### src/rtl/ibex_regcache_writeback.sv
// Write-back drain buffer between the register write cache and the backing flop register file.
// Define REGCACHE_WB_COALESCE_EN to merge evictions that hit an address already pending.
//
// state   | meaning
// S_IDLE  | normal operation, evictions accepted while space exists
// S_DRAIN | flush requested: evictions blocked until the buffer empties
// S_DONE  | one-cycle flush_done_o pulse, then back to S_IDLE
module ibex_regcache_writeback #(
   parameter int unsigned DataWidth = 32,
   parameter int unsigned Depth     = 4,
   parameter int unsigned AddrWidth = 5
) (
   input  logic                     clk_i,
   input  logic                     rst_ni,
   input  logic                     evict_valid_i,
   output logic                     evict_ready_o,
   input  logic [AddrWidth-1:0]     evict_addr_i,
   input  logic [DataWidth-1:0]     evict_data_i,
   output logic                     rf_we_o,
   output logic [AddrWidth-1:0]     rf_waddr_o,
   output logic [DataWidth-1:0]     rf_wdata_o,
   input  logic                     rf_gnt_i,
   input  logic [AddrWidth-1:0]     lookup_addr_i,
   output logic                     lookup_hit_o,
   output logic [DataWidth-1:0]     lookup_data_o,
   input  logic                     flush_i,
   output logic                     flush_done_o,
   output logic [$clog2(Depth):0]   count_o,
   output logic                     stall_o
);

   localparam int unsigned PtrW = $clog2(Depth);
   localparam int unsigned CntW = PtrW + 1;

   typedef enum logic [1:0] {
      S_IDLE  = 2'd0,
      S_DRAIN = 2'd1,
      S_DONE  = 2'd2
   } state_e;

   state_e               r_state;
   state_e               w_state_nxt;
   logic [AddrWidth-1:0] r_addr [Depth];
   logic [DataWidth-1:0] r_data [Depth];
   logic [Depth-1:0]     r_valid;
   logic [PtrW-1:0]      r_rptr;
   logic [PtrW-1:0]      r_wptr;
   logic [CntW-1:0]      r_count;

   logic                 w_full;
   logic                 w_rf_we;
   logic                 w_pop;
   logic                 w_addr_nz;
   logic                 w_coal_hit;
   logic                 w_ready;
   logic                 w_push;
   logic                 w_alloc;
   logic                 w_flush_done;
   logic                 w_lk_hit;
   logic [DataWidth-1:0] w_lk_data;
   logic [PtrW-1:0]      w_idx;

   assign w_full    = (r_count == CntW'(Depth));
   assign w_rf_we   = (r_count != '0);
   assign w_pop     = w_rf_we && rf_gnt_i;
   assign w_addr_nz = (evict_addr_i != '0);

`ifdef REGCACHE_WB_COALESCE_EN
   logic [Depth-1:0] w_match;
   logic             w_coal;

   // A head entry leaving this cycle cannot absorb the push; it must allocate fresh.
   always_comb begin
      w_match = '0;
      for (int i = 0; i < Depth; i++) begin
         w_match[i] = r_valid[i] && (r_addr[i] == evict_addr_i)
                      && !(w_pop && (PtrW'(i) == r_rptr));
      end
   end

   assign w_coal_hit = w_addr_nz && (|w_match);
   assign w_coal     = w_push && w_coal_hit;
`else
   assign w_coal_hit = 1'b0;
`endif

   assign w_ready = (r_state != S_DRAIN) && (!w_full || w_pop || w_coal_hit);
   assign w_push  = evict_valid_i && w_ready;
   assign w_alloc = w_push && w_addr_nz && !w_coal_hit;

   always_ff @(posedge clk_i or negedge rst_ni) begin
      if (!rst_ni) begin
         r_valid <= '0;
         r_rptr  <= '0;
         r_wptr  <= '0;
         r_count <= '0;
         for (int i = 0; i < Depth; i++) begin
            r_addr[i] <= '0;
            r_data[i] <= '0;
         end
      end else begin
         if (w_pop) begin
            r_valid[r_rptr] <= 1'b0;
            r_rptr          <= r_rptr + PtrW'(1);
         end
         if (w_alloc) begin
            r_valid[r_wptr] <= 1'b1;
            r_addr[r_wptr]  <= evict_addr_i;
            r_data[r_wptr]  <= evict_data_i;
            r_wptr          <= r_wptr + PtrW'(1);
         end
`ifdef REGCACHE_WB_COALESCE_EN
         for (int i = 0; i < Depth; i++) begin
            if (w_coal && w_match[i]) r_data[i] <= evict_data_i;
         end
`endif
         r_count <= r_count + CntW'(w_alloc) - CntW'(w_pop);
      end
   end

   // Walk oldest to youngest so the youngest match wins; a same-cycle push beats all.
   always_comb begin
      w_lk_hit  = 1'b0;
      w_lk_data = '0;
      w_idx     = '0;
      for (int k = 0; k < Depth; k++) begin
         w_idx = r_rptr + PtrW'(k);
         if (r_valid[w_idx] && (r_addr[w_idx] == lookup_addr_i)) begin
            w_lk_hit  = 1'b1;
            w_lk_data = r_data[w_idx];
         end
      end
      if (w_push && w_addr_nz && (evict_addr_i == lookup_addr_i)) begin
         w_lk_hit  = 1'b1;
         w_lk_data = evict_data_i;
      end
      if (lookup_addr_i == '0) begin
         w_lk_hit  = 1'b0;
         w_lk_data = '0;
      end
   end

   always_ff @(posedge clk_i or negedge rst_ni) begin
      if (!rst_ni) r_state <= S_IDLE;
      else         r_state <= w_state_nxt;
   end

   always_comb begin
      w_state_nxt  = r_state;
      w_flush_done = 1'b0;
      case (r_state)
         S_IDLE: begin
            if (flush_i) w_state_nxt = S_DRAIN;
         end
         S_DRAIN: begin
            if (!flush_i)                 w_state_nxt = S_IDLE;
            else if (!w_rf_we && !w_pop)  w_state_nxt = S_DONE;
         end
         S_DONE: begin
            w_flush_done = 1'b1;
            w_state_nxt  = S_IDLE;
         end
         default: w_state_nxt = S_IDLE;
      endcase
   end

   assign evict_ready_o = w_ready;
   assign stall_o       = evict_valid_i && !w_ready;
   assign rf_we_o       = w_rf_we;
   assign rf_waddr_o    = w_rf_we ? r_addr[r_rptr] : '0;
   assign rf_wdata_o    = w_rf_we ? r_data[r_rptr] : '0;
   assign lookup_hit_o  = w_lk_hit;
   assign lookup_data_o = w_lk_data;
   assign flush_done_o  = w_flush_done;
   assign count_o       = r_count;

`ifndef SYNTHESIS
   a_no_alloc_when_full: assert property (@(posedge clk_i) disable iff (!rst_ni)
      !(w_alloc && w_full && !w_pop));
   a_count_bound: assert property (@(posedge clk_i) disable iff (!rst_ni)
      r_count <= CntW'(Depth));
   a_head_addr_stable: assert property (@(posedge clk_i) disable iff (!rst_ni)
      (rf_we_o && !rf_gnt_i) |=> $stable(rf_waddr_o));
`ifndef REGCACHE_WB_COALESCE_EN
   // With coalescing the head data may legitimately be refreshed while stalled.
   a_head_data_stable: assert property (@(posedge clk_i) disable iff (!rst_ni)
      (rf_we_o && !rf_gnt_i) |=> $stable(rf_wdata_o));
`endif
`endif

endmodule

### config.mk
export PLATFORM = sky130hd
export DESIGN_NAME = ibex_regcache_writeback
export DESIGN_NICKNAME = d
export VERILOG_FILES = /design/src/rtl/ibex_regcache_writeback.sv
export SDC_FILE = /design/constraint.sdc
export NUM_CORES = 1
export LEC_CHECK = 0
export ABC_AREA = 0
export CAP_MARGIN = 20
export CORE_MARGIN = 1
export CORE_UTILIZATION = 59
export CTS_CLUSTER_DIAMETER = 40
export CTS_CLUSTER_SIZE = 20
export DETAILED_ROUTE_END_ITERATION = 6
export PLACE_DENSITY = 0.91
export SLEW_MARGIN = 20
export SYNTH_ARGS = -nofsm -noshare
export SYNTH_HDL_FRONTEND = slang
export SYNTH_SLANG_ARGS = --single-unit
### constraint.sdc
create_clock -name clk_i -period 4.5 [get_ports clk_i]
set_input_delay 0.45 -clock clk_i [delete_from_list [all_inputs] [get_ports clk_i]]
set_output_delay 0.45 -clock clk_i [all_outputs]
set_load 0.05 [all_outputs]
* Yosys cells after proc, flatten, opt, wreduce, memory -nomap -nowiden *
Cells that the tools add are included.

operators by class
  add/subtract/negate cells = 6
  magnitude comparators = 13
  equal/unequal tests = 11
  multiplexer cells = 63
  bitwise operators = 8
  reductions and logical operators = 24

operator list
  kind                                                                number
  2-to-1 mux 32 bit                                                   16
  binary-select mux 32 bit (select 2 bit)                             4
  bitwise mux 128 bit                                                 1
  demux 32 bit (select 2 bit)                                         1
  2-to-1 mux 5 bit                                                    10
  binary-select mux 5 bit (select 2 bit)                              4
  equality test 5 bit                                                 5
  bitwise mux 20 bit                                                  1
  greater-or-equal comparator 3 bit (second input constant)           5
  less-than comparator 2 x 3 -> 1 bit (second input constant)         5
  NOT 2 -> 3 bit                                                      5
  logical AND 1 bit                                                   14
  2-to-1 mux 1 bit                                                    13
  demux 5 bit (select 2 bit)                                          1
  binary-select mux 1 bit (select 2 bit)                              4
  2-to-1 mux 4 bit                                                    2
  2-to-1 mux 2 bit                                                    3
  logical NOT 5 bit                                                   1
  nonzero test 5 bit                                                  1
  adder 2 x 1 -> 2 bit (second input constant)                        2
  adder 2 bit (second input constant)                                 2
  AND 4 bit                                                           1
  demux 1 bit (select 2 bit)                                          2
  greater-or-equal comparator 2 x 1 -> 1 bit (second input constant)  2
  other kinds (17)                                                    20

word-level totals
  register bits after elaboration = 161
  output and inout bits = 77
  word-level logic and storage cells = 138

* Logic depth before layout (Yosys ltp) *
Gate-level depths: netlist (run 1).

  depth in word-level cells = 12
  depth in mapped cells = 15
  mapped depth without buffers = 11

* Least setup slack after synthesis (run 1) *
OpenSTA, ideal clock, no wires.

  path type = reg-to-output
  start point = reg r_rptr[1]
  end point = out lookup_data_o[30]
  arrival = 4.475 ns
  slack = -0.425 ns
  stages on the path, launching flop included = 13
  buffers on the path = 4
  cells stage by stage = dfrtp_1 clkbuf_1 clkbuf_1 inv_1 clkbuf_1 ha_1 buf_6 mux4_2 xor2_1 a2111oi_4 a2111oi_4 a221oi_1 o32ai_1

between the ends
  word-level cells in the longest chain between the ends = 12

ends and longest elaborated chain
  what                                                                                            RTL line       source
  start: declaration                                                                              46             logic [PtrW-1:0] r_rptr;
  start signal: assignment                                                                        104            r_rptr <= r_rptr + PtrW'(1);
  adder 2 x 1 -> 2 bit or NOT 2 -> 3 bit (tied branches)                                          127, 128, 130
  NOT 2 -> 3 bit (not written as such) or binary-select mux 5 bit (select 2 bit) (tied branches)  128, 130
  binary-select mux 5 bit (select 2 bit) or 2-to-1 mux 5 bit (tied branches)                      128            if (r_valid[w_idx] && (r_addr[w_idx] == lookup_addr_i)) begin
  2-to-1 mux 5 bit (not written as such)                                                          128
  2-to-1 mux 5 bit (not written as such) or equality test 5 bit (tied branches)                   128
  equality test 5 bit or logical AND 1 bit (tied branches)                                        128
  logical AND 1 bit or 2-to-1 mux 32 bit (tied branches)                                          128
  2-to-1 mux 32 bit (2 in a row)                                                                  128
  2-to-1 mux 32 bit *                                                                             128
  2-to-1 mux 32 bit *                                                                             133            if (w_push && w_addr_nz && (evict_addr_i == lookup_addr_i)) begin
  2-to-1 mux 32 bit *                                                                             137            if (lookup_addr_i == '0) begin
  end: declaration                                                                                25             output logic [DataWidth-1:0] lookup_data_o,

Every way passes the cells marked *; elsewhere a longest branch is shown, timed or not. The select of a mux whose other input is x is not followed.

* Worst setup path in the final report (run 1) *
  start point = reg r_rptr[0]
  end point = out lookup_data_o[29]

Same word-level chain as after synthesis.

==> impl_results.md, run 1 <==
- End of the critical path: lookup_data_o[29]
- Post-DR wirelength/cell: 25.3 um
- Number of nets in the finished design: 1246
- Placer Congestion: ~0.83
- Routed vias: 10800
- Final setup slack of the worst path: 0.206 ns
- Kind of capture point of the worst setup path: output pin
- Clock transition at the registers of the reported paths: 0.06 ns
- Synth cell types: 50
- Setup repair after global routing missed its margin: no
- Filler cells: 1324
- First-pass detailed-route iteration total: 7
- Via count of the first global-routing pass: 10800
- Measured slew at the worst slew-check pin: 1.20 ns
- Largest area contributor in the synthesized netlist: sky130_fd_sc_hd__dfrtp_1
- Number of clock buffers inserted by TritonCTS: 17
- Classification of the worst-slack hold path: in2async
- Max capacitance violation total: 0
- Sequential cell area: 4030 sq um
- Run status: complete, but fails checks
- Starting utilization of the core area: 60.7%
- Global-route wire length before repair: 57400 um
- Critical Path Start Type: flop
- Depth of the CTS H-tree: 4
- Max Transition Viols Final: 0
- Post-synthesis to final-layout area growth: 19.9%
- Critical Path Fanout Max: 61
- Maximum clock frequency: between 200 and 250 MHz
- Reg-to-reg endpoint: count_o[2]$_DFF_PN0_
- Combined area of the multi-input logic cells: just under 8000 sq um
- Post-route cell area: 14900 sq um
- Worst setup timing slack at the placement stage: 0.508 ns
- Placeable Area: 20400 sq um
- Required time at the endpoint of the critical path: 4.05 ns
- Num ports: 124
- Placed cell area: 14200 sq um
- Layout Skew: 0.00323 ns
- Combined global-route utilization of all metal layers: 34.0%
- CP Data Arrival Time: between 3 and 4 ns
- Number of nets in the synthesized netlist: 1171
- Failing checks: design-rule violations
- Die Y: 147 um
- Yosys Warn Count: 0
- Most common flop cell mapped by yosys: sky130_fd_sc_hd__dfrtp_1
- Number of flops mapped to enable cells by yosys: 0
- Sinks on Clock Net: between 150 and 200
- Share of flip-flops with an asynchronous set or reset: 100%
- Half-perimeter wire length after detailed placement: 21900 um
- Cells after synthesis: 1113
- Num rows: 52
- Headroom to the max-slew limit: about a fifth
- Final global-route overflow total: 0
- Beginning of the critical path: r_rptr[0]$_DFFE_PN0N_
- Initial antenna violation count: 0
- Share of layout cells above drive strength 1: 33.9%
- Per-cell via count in the routed design: roughly 7.3
- Largest buffer count on any clock path: 2
- Sequential-to-total area share from yosys stat: 32.5%
- DRT iter0 DRCs: 1474
- CTS tree: built
- Number of placed cells counting well taps: 1426
- Final count of negative-setup-slack endpoints: 0
- Count of antenna-violating nets left after detailed routing: 0
- Maximum number of pins on one net before global-route repair: approximately 120
- Depth of the most critical reg-to-reg path: 10
- Number of DRC violations after detailed routing: 3
- Leading cell type in the layout, fill and taps excluded: sky130_fd_sc_hd__mux2_2
- Worst Setup Path Type: reg2out
- Die extent in x: 147 um
- Minimum clock period after layout: between 4 and 5 ns
- Yosys reg bits: 161
- Hold Buf Count CTS: 0
- Setup slack, reg-to-reg: 1.67 ns
- Die Area: 21600 sq um
- Average size of a mapped cell: 11.1 sq um
- Netlist area before placement: 12400 sq um
- Top cell type's share of synthesized area: 32.5%
- Most frequent cells in the layout: sky130_fd_sc_hd__mux2_2 (181), sky130_fd_sc_hd__dfrtp_1 (159), sky130_fd_sc_hd__mux2i_1 (121), sky130_fd_sc_hd__clkdlybuf4s50_1 (89), sky130_fd_sc_hd__and2_1 (68)
- Final worst-path cycle share: 95.4%
- Worst-skew pair later-pin latency: 0.43 ns
- Count of non-filler cells in the finished layout: 1472
- Worst reg2reg path startpoint: count_o[1]$_DFF_PN0_
- Hold Vio Cnt, Final: 0
- Synth top area cells: sky130_fd_sc_hd__dfrtp_1 (32%), sky130_fd_sc_hd__mux2_2 (16%), sky130_fd_sc_hd__mux2i_1 (9.8%)
- Final total negative setup slack: 0 ns
- CTS Root Cell: sky130_fd_sc_hd__clkbuf_16
- Input/output buffers: between 100 and 150
- Total Routed Length: 37200 um
stage by stage:
| stage | hold slack [ns] | util [%] |
|---|---|---|
| global route | 0.0924 | 72.8 |
| detailed placement | 0.487 | 69.5 |
| finish | 0.0461 | 72.8 |
| CTS | 0.0875 | 72.1 |
| global placement | 0.478 | 69.5 |
| floorplan | 0.154 | - |
flip-flops by register name, summed over array words and instances, names as in the netlist:
name     count
count_o      3
r_rptr       2
r_state      2
r_data     128
r_wptr       2
r_addr      20
r_valid      4
Yosys cell counts, types with 2 or more instances:
cell type,n
sky130_fd_sc_hd__a31oi_1,32
sky130_fd_sc_hd__o21ai_1,3
sky130_fd_sc_hd__buf_6,6
sky130_fd_sc_hd__o21ai_0,3
sky130_fd_sc_hd__nor2b_1,8
sky130_fd_sc_hd__nand3_1,6
sky130_fd_sc_hd__a21oi_1,34
sky130_fd_sc_hd__a2111oi_4,2
sky130_fd_sc_hd__and3_1,7
sky130_fd_sc_hd__a2111oi_1,2
sky130_fd_sc_hd__nand2b_1,4
sky130_fd_sc_hd__a32oi_1,3
sky130_fd_sc_hd__o32ai_1,4
sky130_fd_sc_hd__o32ai_2,28
sky130_fd_sc_hd__nand2_1,50
sky130_fd_sc_hd__ha_1,10
sky130_fd_sc_hd__or2_2,2
sky130_fd_sc_hd__xnor2_1,24
sky130_fd_sc_hd__dfrtp_1,161
sky130_fd_sc_hd__a21o_1,4
sky130_fd_sc_hd__clkbuf_1,65
sky130_fd_sc_hd__nor2_1,39
sky130_fd_sc_hd__o22ai_1,63
sky130_fd_sc_hd__buf_1,16
sky130_fd_sc_hd__or4_1,2
sky130_fd_sc_hd__mux2i_1,121
sky130_fd_sc_hd__o21a_1,3
sky130_fd_sc_hd__xor2_1,10
sky130_fd_sc_hd__inv_1,10
sky130_fd_sc_hd__o2111ai_1,2
sky130_fd_sc_hd__a221oi_1,3
sky130_fd_sc_hd__buf_4,2
sky130_fd_sc_hd__buf_2,22
sky130_fd_sc_hd__o32a_1,30
sky130_fd_sc_hd__and2_1,68
sky130_fd_sc_hd__nand3b_1,2
sky130_fd_sc_hd__nor3_1,3
sky130_fd_sc_hd__a221oi_2,30
sky130_fd_sc_hd__mux4_2,38
sky130_fd_sc_hd__mux2_2,181
worst max-delay path, stage by stage, from the launching register on:
cell	delay, ns
sky130_fd_sc_hd__dfrtp_4	0.47
sky130_fd_sc_hd__buf_16	0.35
sky130_fd_sc_hd__mux4_2	0.57
sky130_fd_sc_hd__xnor2_1	0.19
sky130_fd_sc_hd__o21a_1	0.25
sky130_fd_sc_hd__and3_2	0.61
sky130_fd_sc_hd__buf_4	0.35
sky130_fd_sc_hd__a221oi_2	0.06
sky130_fd_sc_hd__o32ai_2	0.33
sky130_fd_sc_hd__buf_12	0.19
area by class of cell:
class | count | share of cell area [%]
sequential | 161 | 27.1
antenna | 1 | 0.0168
clock buffer | 22 | 3.05
clock inverter | 10 | 0.589
multi-input combinational | 830 | 53.3
inverter | 11 | 0.278
tap | 270 | 2.27
timing repair buffer | 167 | 13.4
worst min-delay path by stage:
stage,end,slack [ns]
floorplan,count_o[0]$_DFF_PN0_,0.15
global placement,r_state[0]$_DFFE_PN0P_,0.48
detailed placement,r_state[0]$_DFFE_PN0P_,0.49
CTS,r_data[124]$_DFFE_PN0P_,0.09
global route,r_data[60]$_DFFE_PN0P_,0.09
finish,r_data[60]$_DFFE_PN0P_,0.05
cell families (layout without fill, tap and decap cells):
family,Yosys count,in the layout,share of synthesized area [%]
AOI/OAI and AO/OA,250,250,18.3
adders and majority gates,11,11,1.17
and+or+nand+nor,193,193,7.93
DFF,161,161,32.5
buffers and inverters,122,210,4.34
xor gates and xnor gates,34,34,2.40
other,0,1,0
muxes,342,342,33.4
routing by layer:
metal	wire length [um]	GRT usage [%]	vias to the layer above
li1	-	-	4457
met1	14100	43.7	5285
met2	17500	53.9	871
met3	4120	7.36	161
met4	1520	18.0	0
met5	0	0	-
timing repair:
| item | 4_1_cts | 5_1_grt |
|---|---|---|
| setup endpoints to repair | 0 | 27 |
| setup buffers | 0 | 12 |
| gates resized for setup | 0 | 2 |
Power of run 1 is not shown: default switching activity piles up to over one toggle a cycle in this logic, so the estimate is an artifact.
==> run 2, diff against run 1 <==
CORE_UTILIZATION = 55   (was 59)
PLACE_DENSITY = 0.86   (was 0.91)
==> run 2 against run 1 <==
Against the previous run:
- the flow still finishes with violations (design-rule violations)
- clock skew up 0.0031 ns
- critical path depth up 2
- via count down 4.7%
- flip-flop and latch count unchanged
- setup slack worse by 0.12 ns
- worst hold slack better by 0.043 ns
- cell count down 0.27%
- fmax down 2.7%
- wire length down 6.2%
- critical path type unchanged
==> impl_results.md, run 2 (synthesis results as in run 1) <==
- Largest buffer count on any clock path: 2 (unchanged)
- Via count of the first global-routing pass: 10400 (-3.6%)
- Num ports: 124 (unchanged)
- Number of clock buffers inserted by TritonCTS: 17 (unchanged)
- Post-synthesis to final-layout area growth: 19.7%
- Placed cell area: 14200 sq um (+0.30%)
- Depth of the CTS H-tree: 4 (unchanged)
- Maximum clock frequency: 226 MHz (-2.7%)
- Starting utilization of the core area: 56.5% (-4.2 points)
- Headroom to the max-slew limit: 37.1% (+17 points)
- Failing checks: design-rule violations
- Final count of negative-setup-slack endpoints: 0 (unchanged)
- Biggest registers after layout: r_data: 128 flops, r_addr: 20 flops, r_valid: 4 flops
- Register ranked first by flip-flop count: r_data
- Most frequent cells in the layout: sky130_fd_sc_hd__mux2_2 (181), sky130_fd_sc_hd__dfrtp_1 (159), sky130_fd_sc_hd__mux2i_1 (121), sky130_fd_sc_hd__clkdlybuf4s50_1 (89), sky130_fd_sc_hd__and2_1 (68)
- Hold Vio Cnt, Final: 0 (unchanged)
- Hold slack: 0.0893 ns (+0.0432 ns)
- Routed vias: 10300 (-4.7%)
- First-pass detailed-route iteration total: 7 (unchanged)
- Minimum clock period after layout: 4.42 ns (+0.121 ns)
- Number of nets in the finished design: 1233 (-1.0%)
- Share of layout cells above drive strength 1: 33.3% (-0.56 points)
- Met1 Routed Length: 13800 um (-1.8%)
- Half-perimeter wire length after detailed placement: 21200 um (-3.1%)
- Total Routed Length: 34900 um (-6.2%)
- Final global-route overflow total: 0 (unchanged)
- Run status: complete, but fails checks
- Detail Route met3 WL: 3170 um (-23%)
- Classification of the worst-slack hold path: in2async
- Number of DRC violations after detailed routing: 10 (+7)
- Die extent in x: 152 um (+3.5%)
- Routed wire length on met2: 16900 um (-3.1%)
- Clock transition at the registers of the reported paths: 0.06 ns (about the same)
- Maximum number of pins on one net before global-route repair: 122 (unchanged)
- Die Area: 23200 sq um (+7.2%)
- Max capacitance violation total: 0 (unchanged)
- Post-DR wirelength/cell: 23.8 um (-5.9%)
- Combined global-route utilization of all metal layers: 30.3% (-3.7 points)
- Max Transition Viols Final: 0 (unchanged)
- Placeable Area: 22000 sq um (+7.5%)
- Die Y: 152 um (+3.5%)
- Required time at the endpoint of the critical path: 4.05 ns (about the same)
- Count of antenna-violating nets left after detailed routing: 0 (unchanged)
- CTS Root Cell: sky130_fd_sc_hd__clkbuf_16
- Kind of capture point of the worst setup path: output pin
- Initial antenna violation count: 0 (unchanged)
- Max FFs per register: 128 (unchanged)
- Antenna fix cells: 0 (-1)
- Post-route cell area: 14900 sq um (-0.14%)
- CTS tree: built
- Critical Path Start Type: flop
- Uppermost layer routed: met4
- Hold Buf Count CTS: 0 (unchanged)
- Worst-skew pair later-pin latency: 0.44 ns (about the same)
- Leading cell type in the layout, fill and taps excluded: sky130_fd_sc_hd__mux2_2
- Num rows: 54 (+3.8%)
- Filler cells: 1520 (+15%)
- Worst Setup Path Type: reg2out
- Sinks on Clock Net: 161 (unchanged)
- Layout Skew: 0.00630 ns (+0.00307 ns)
- Final setup slack of the worst path: 0.0845 ns (-0.121 ns)
- Placer Congestion: 0.846 (+1.5%)
- Final worst-path cycle share: 98.1% (+2.7 points)
- CP Data Arrival Time: 3.97 ns (+0.13 ns)
- Worst setup timing slack at the placement stage: 0.523 ns (+0.0154 ns)
- Per-cell via count in the routed design: 7.00 (-4.4%)
- Input/output buffers: 123 (unchanged)
- Critical Path Fanout Max: 20 (-67%)
- Global-route wire length before repair: 55700 um (-2.9%)
- Measured slew at the worst slew-check pin: 0.944 ns (-0.257 ns)
- DRT iter0 DRCs: 1163 (-21%)
[run 2: area by class of cell]
class	instances	area (sq um)	share of cell area [%]
sequential	161	4030	27.2
tap	280	350	2.36
multi-input combinational	830	7920	53.3
clock inverter	12	158	1.06
timing repair buffer	154	1900	12.8
inverter	11	41.3	0.278
clock buffer	20	447	3.01
[run 2: through the flow]
step           TNS (ns)  instances  utilization, %
6_report              0       1468            67.6
5_1_grt        -0.00226       1468            67.6
4_1_cts               0       1467            67.6
3_5_place_dp          0       1435            64.8
3_3_place_gp          0       1435            64.8
2_1_floorplan         0       1113               -
[run 2: timing repair]
| item | in CTS | in global routing |
|---|---|---|
| buffers inserted | 0 | 1 |
| gates resized for setup | 0 | 1 |
| endpoints found under the setup margin | 0 | 3 |
| hold endpoints to repair | 0 | 0 |
[run 2: critical path, stage by stage (launching register included)]
cell                        delay, ns
sky130_fd_sc_hd__dfrtp_4         0.50
sky130_fd_sc_hd__inv_2           0.16
sky130_fd_sc_hd__ha_4            0.33
sky130_fd_sc_hd__mux4_1          0.61
sky130_fd_sc_hd__xor2_1          0.27
sky130_fd_sc_hd__a2111oi_4       0.11
sky130_fd_sc_hd__a2111oi_4       0.38
sky130_fd_sc_hd__buf_4           0.20
sky130_fd_sc_hd__buf_12          0.17
sky130_fd_sc_hd__a221oi_1        0.12
sky130_fd_sc_hd__o32ai_2         0.47
sky130_fd_sc_hd__buf_12          0.20
[run 2: layer usage]
metal	GRT usage, %	up-vias
li1	-	4418
met1	38.6	5100
met2	49.8	650
met3	5.75	104
met4	14.4	0
met5	0	-
[run 2: worst paths after layout]
path	start	endpoint	slack (ns)	depth (start not counted)
max	r_rptr[0]$_DFFE_PN0N_	lookup_data_o[30]	0.08	11
min	rst_ni	r_data[27]$_DFFE_PN0P_	0.09	1
max reg2reg	count_o[2]$_DFF_PN0_	r_data[52]$_DFFE_PN0P_	1.73	5
min reg2reg	r_state[0]$_DFFE_PN0P_	r_state[0]$_DFFE_PN0P_	0.50	1
max in group asynchronous	rst_ni	r_rptr[1]$_DFFE_PN0N_	3.32	2
min in group clk_i	r_state[0]$_DFFE_PN0P_	r_state[0]$_DFFE_PN0P_	0.50	1
Power of run 2 is left out for the same reason.
==> run 3, diff against run 2 <==
CELL_PAD_IN_SITES_DETAIL_PLACEMENT = 1   (was not set)
CELL_PAD_IN_SITES_GLOBAL_PLACEMENT = 2   (was not set)
CORE_UTILIZATION = 44   (was 55)
DONT_BUFFER_PORTS = 1   (was not set)
PLACE_DENSITY = 0.91   (was 0.86)
==> run 3 against run 2 <==
Against the previous run:
- the run ends with negative hold slack left
- cell area down 7.3%
- clock-buffer cell count down 3
- setup slack better by 0.026 ns
- fmax up 0.59%
- cell count up 0.82%
- flip-flop and latch count unchanged
- core utilization down 18 points
- worst hold slack worse by 0.16 ns
==> impl_results.md, run 3 (synthesis results as in run 1) <==
- Combined global-route utilization of all metal layers: 27.8% (-2.5 points)
- Headroom to the max-slew limit: 26.0% (-11 points)
- Worst Setup Path Type: reg2out
- Routed vias: 9911 (-3.5%)
- CTS Root Cell: sky130_fd_sc_hd__clkbuf_16
- Setup repair after global routing missed its margin: no
- Max capacitance violation total: 0 (unchanged)
- Hold slack: -0.0730 ns (-0.162 ns)
- Post-synthesis to final-layout area growth: 11.0%
- Antenna fix cells: 0 (unchanged)
- Maximum number of pins on one net before global-route repair: 162 (+33%)
- Critical Path Start Type: flop
- Master of the slowest instance on the critical path: sky130_fd_sc_hd__mux4_1
- Final global-route overflow total: 0 (unchanged)
- Share of layout cells above drive strength 1: 36.5% (+3.1 points)
- Largest buffer count on any clock path: 2 (unchanged)
- Starting utilization of the core area: 44.7% (-12 points)
- Input/output buffers: 0 (-100%)
- Failing checks: negative hold slack
- Sequential cell area: 4030 sq um (unchanged)
- Maximum clock frequency: 228 MHz (+0.59%)
- Filler cells: 2988 (+97%)
- Number of DRC violations after detailed routing: 0 (-10)
- Critical Path Fanout Max: 16 (-20%)
- Number of nets in the finished design: 1148 (-6.9%)
- CTS tree: built
- Number of clock buffers inserted by TritonCTS: 17 (unchanged)
- Sinks on Clock Net: 161 (unchanged)
- Final count of negative-setup-slack endpoints: 0 (unchanged)
- Count of non-filler cells in the finished layout: 1480 (+0.82%)
- Measured slew at the worst slew-check pin: 1.11 ns (+0.164 ns)
- Num ports: 124 (unchanged)
- Register ranked first by flip-flop count: r_data
- Clock transition at the registers of the reported paths: 0.07 ns (about the same)
- Count of cell instances traversed by the critical path: 11 (unchanged)
- Classification of the worst-slack hold path: in2async
- Required time at the endpoint of the critical path: 4.05 ns (about the same)
- Num rows: 61 (+13%)
- Placeable Area: 27800 sq um (+27%)
- CP Data Arrival Time: 3.94 ns (-0.03 ns)
- Die extent in x: 170 um (+12%)
- Combined area of the multi-input logic cells: 7920 sq um (about the same)
- Via count of the first global-routing pass: 10500 (+0.99%)
- Half-perimeter wire length after detailed placement: 24100 um (+13%)
- Setup slack, reg-to-reg: 1.40 ns (-0.33 ns)
- Minimum clock period after layout: 4.39 ns (-0.0257 ns)
- CP most frequent cell: sky130_fd_sc_hd__a2111oi_4
- Depth of the CTS H-tree: 4 (unchanged)
- Number of placed cells counting well taps: 1444 (+0.63%)
- Placer Congestion: 0.824 (-2.6%)
- Die Area: 28900 sq um (+25%)
- Initial antenna violation count: 0 (unchanged)
- Run status: complete, but fails checks
- Hold Vio Cnt, Final: 13 (+13)
- First-pass detailed-route iteration total: 5 (-2)
- Crit-path max cell delay: 0.60 ns (about the same)
- DRT iter0 DRCs: 748 (-36%)
- Reg-to-reg endpoint: count_o[2]$_DFF_PN0_
- Number of buffer and inverter instances along the worst setup path: 4 (unchanged)
- Biggest registers after layout: r_data: 128 flops, r_addr: 20 flops, r_valid: 4 flops
- Final worst-path cycle share: 97.6% (-0.57 points)
- Worst-skew pair later-pin latency: 0.44 ns (about the same)
- Count of antenna-violating nets left after detailed routing: 0 (unchanged)
- Most frequent cells in the layout: sky130_fd_sc_hd__mux2_2 (181), sky130_fd_sc_hd__dfrtp_1 (159), sky130_fd_sc_hd__mux2i_1 (121), sky130_fd_sc_hd__and2_1 (68), sky130_fd_sc_hd__o22ai_1 (61)
- Max Transition Viols Final: 0 (unchanged)
- Layout Skew: 0.0157 ns (+0.00943 ns)
- Per-cell via count in the routed design: 6.70 (-4.3%)
- Leading cell type in the layout, fill and taps excluded: sky130_fd_sc_hd__mux2_2
- Final total negative setup slack: 0 ns (unchanged)
- Depth of the most critical reg-to-reg path: 10 (+5)
- Max FFs per register: 128 (unchanged)
- Worst reg2reg path startpoint: count_o[1]$_DFF_PN0_
- Kind of capture point of the worst setup path: output pin
- Post-DR wirelength/cell: 27.1 um (+14%)
- Total Routed Length: 40100 um (+15%)
- Die Y: 170 um (+12%)
- Global-route wire length before repair: 61500 um (+10%)
- Critical path, cell by cell: inv_2 > ha_4 > mux4_1 > xor2_1 > a2111oi_4 > a2111oi_4 > buf_4 > buf_6 > a221oi_2 > o22ai_2 > buf_12
- Category of cells accounting for the largest share of critical-path delay: compound AO/OA/AOI/OAI gates
-- run 3: cell count changes in the layout (fill, tap and decap cells not counted), sizes merged --
cell | before | now
bufinv | 3 | 2
clkinvlp | 3 | 4
inv | 13 | 18
buf | 65 | 67
clkinv | 4 | 1
clkdlybuf4s50 | 89 | 0
clkbuf | 20 | 19
-- run 3: through the flow --
step	util, %	setup slack [ns]	hold slack (ns)	area (sq um)
global route	49.6	0.00930	0.0403	13800
finish	49.6	0.110	-0.0730	13800
global placement	46.9	0.448	0.169	13000
detailed placement	47.0	0.369	0.167	13100
floorplan	-	0.00367	0.154	12400
CTS	49.3	0.00757	0.0845	13700
-- run 3: repair_timing --
item                                    4_1_cts  5_1_grt
gates cloned                                  0        2
hold buffers                                  1        0
endpoints found under the setup margin        2       13
setup buffers                                 0        2
resized for setup                             1        6
hold endpoints to repair                    161        0
pin swaps                                     0        2
-- run 3: worst max path at each step --
stage                                      from                 to  slack, ns
final                     r_rptr[0]$_DFFE_PN0N_  lookup_data_o[31]       0.11
after global routing      r_rptr[0]$_DFFE_PN0N_   lookup_data_o[7]      0.009
after CTS                 r_rptr[0]$_DFFE_PN0N_  lookup_data_o[17]      0.008
after detailed placement  r_rptr[0]$_DFFE_PN0N_   lookup_data_o[1]       0.37
after global placement    r_rptr[0]$_DFFE_PN0N_   lookup_data_o[1]       0.45
after floorplan           r_rptr[1]$_DFFE_PN0N_   lookup_data_o[0]      0.004
-- run 3: area by class of cell --
cell class | count | share of cell area, %
timing repair buffer | 69 | 5.11
clock inverter | 14 | 1.22
clock buffer | 17 | 3.09
tap | 378 | 3.44
inverter | 11 | 0.300
sequential | 161 | 29.3
multi-input combinational | 830 | 57.6
-- run 3: worst register-to-register path, delay by kind of cell (launching register included) --
kind,cells,cell delay [ns]
adders and majority gates,3,0.90
DFF,1,0.74
xor gates and xnor gates,2,0.30
and+or+nand+nor,2,0.71
buffers and inverters,3,0.31
-- run 3: routing by layer --
| layer | vias up | routed length (um) | share of wire, % | GRT usage, % |
|---|---|---|---|---|
| met1 | 5234 | 17300 | 43 | 36.0 |
| met4 | 0 | 900 | 2.2 | 9.09 |
| li1 | 4255 | - | - | - |
| met2 | 353 | 19600 | 49 | 46.7 |
| met3 | 69 | 2330 | 5.8 | 4.95 |
| met5 | - | 0 | 0 | 0 |
Power of run 3 is left out for the same reason.
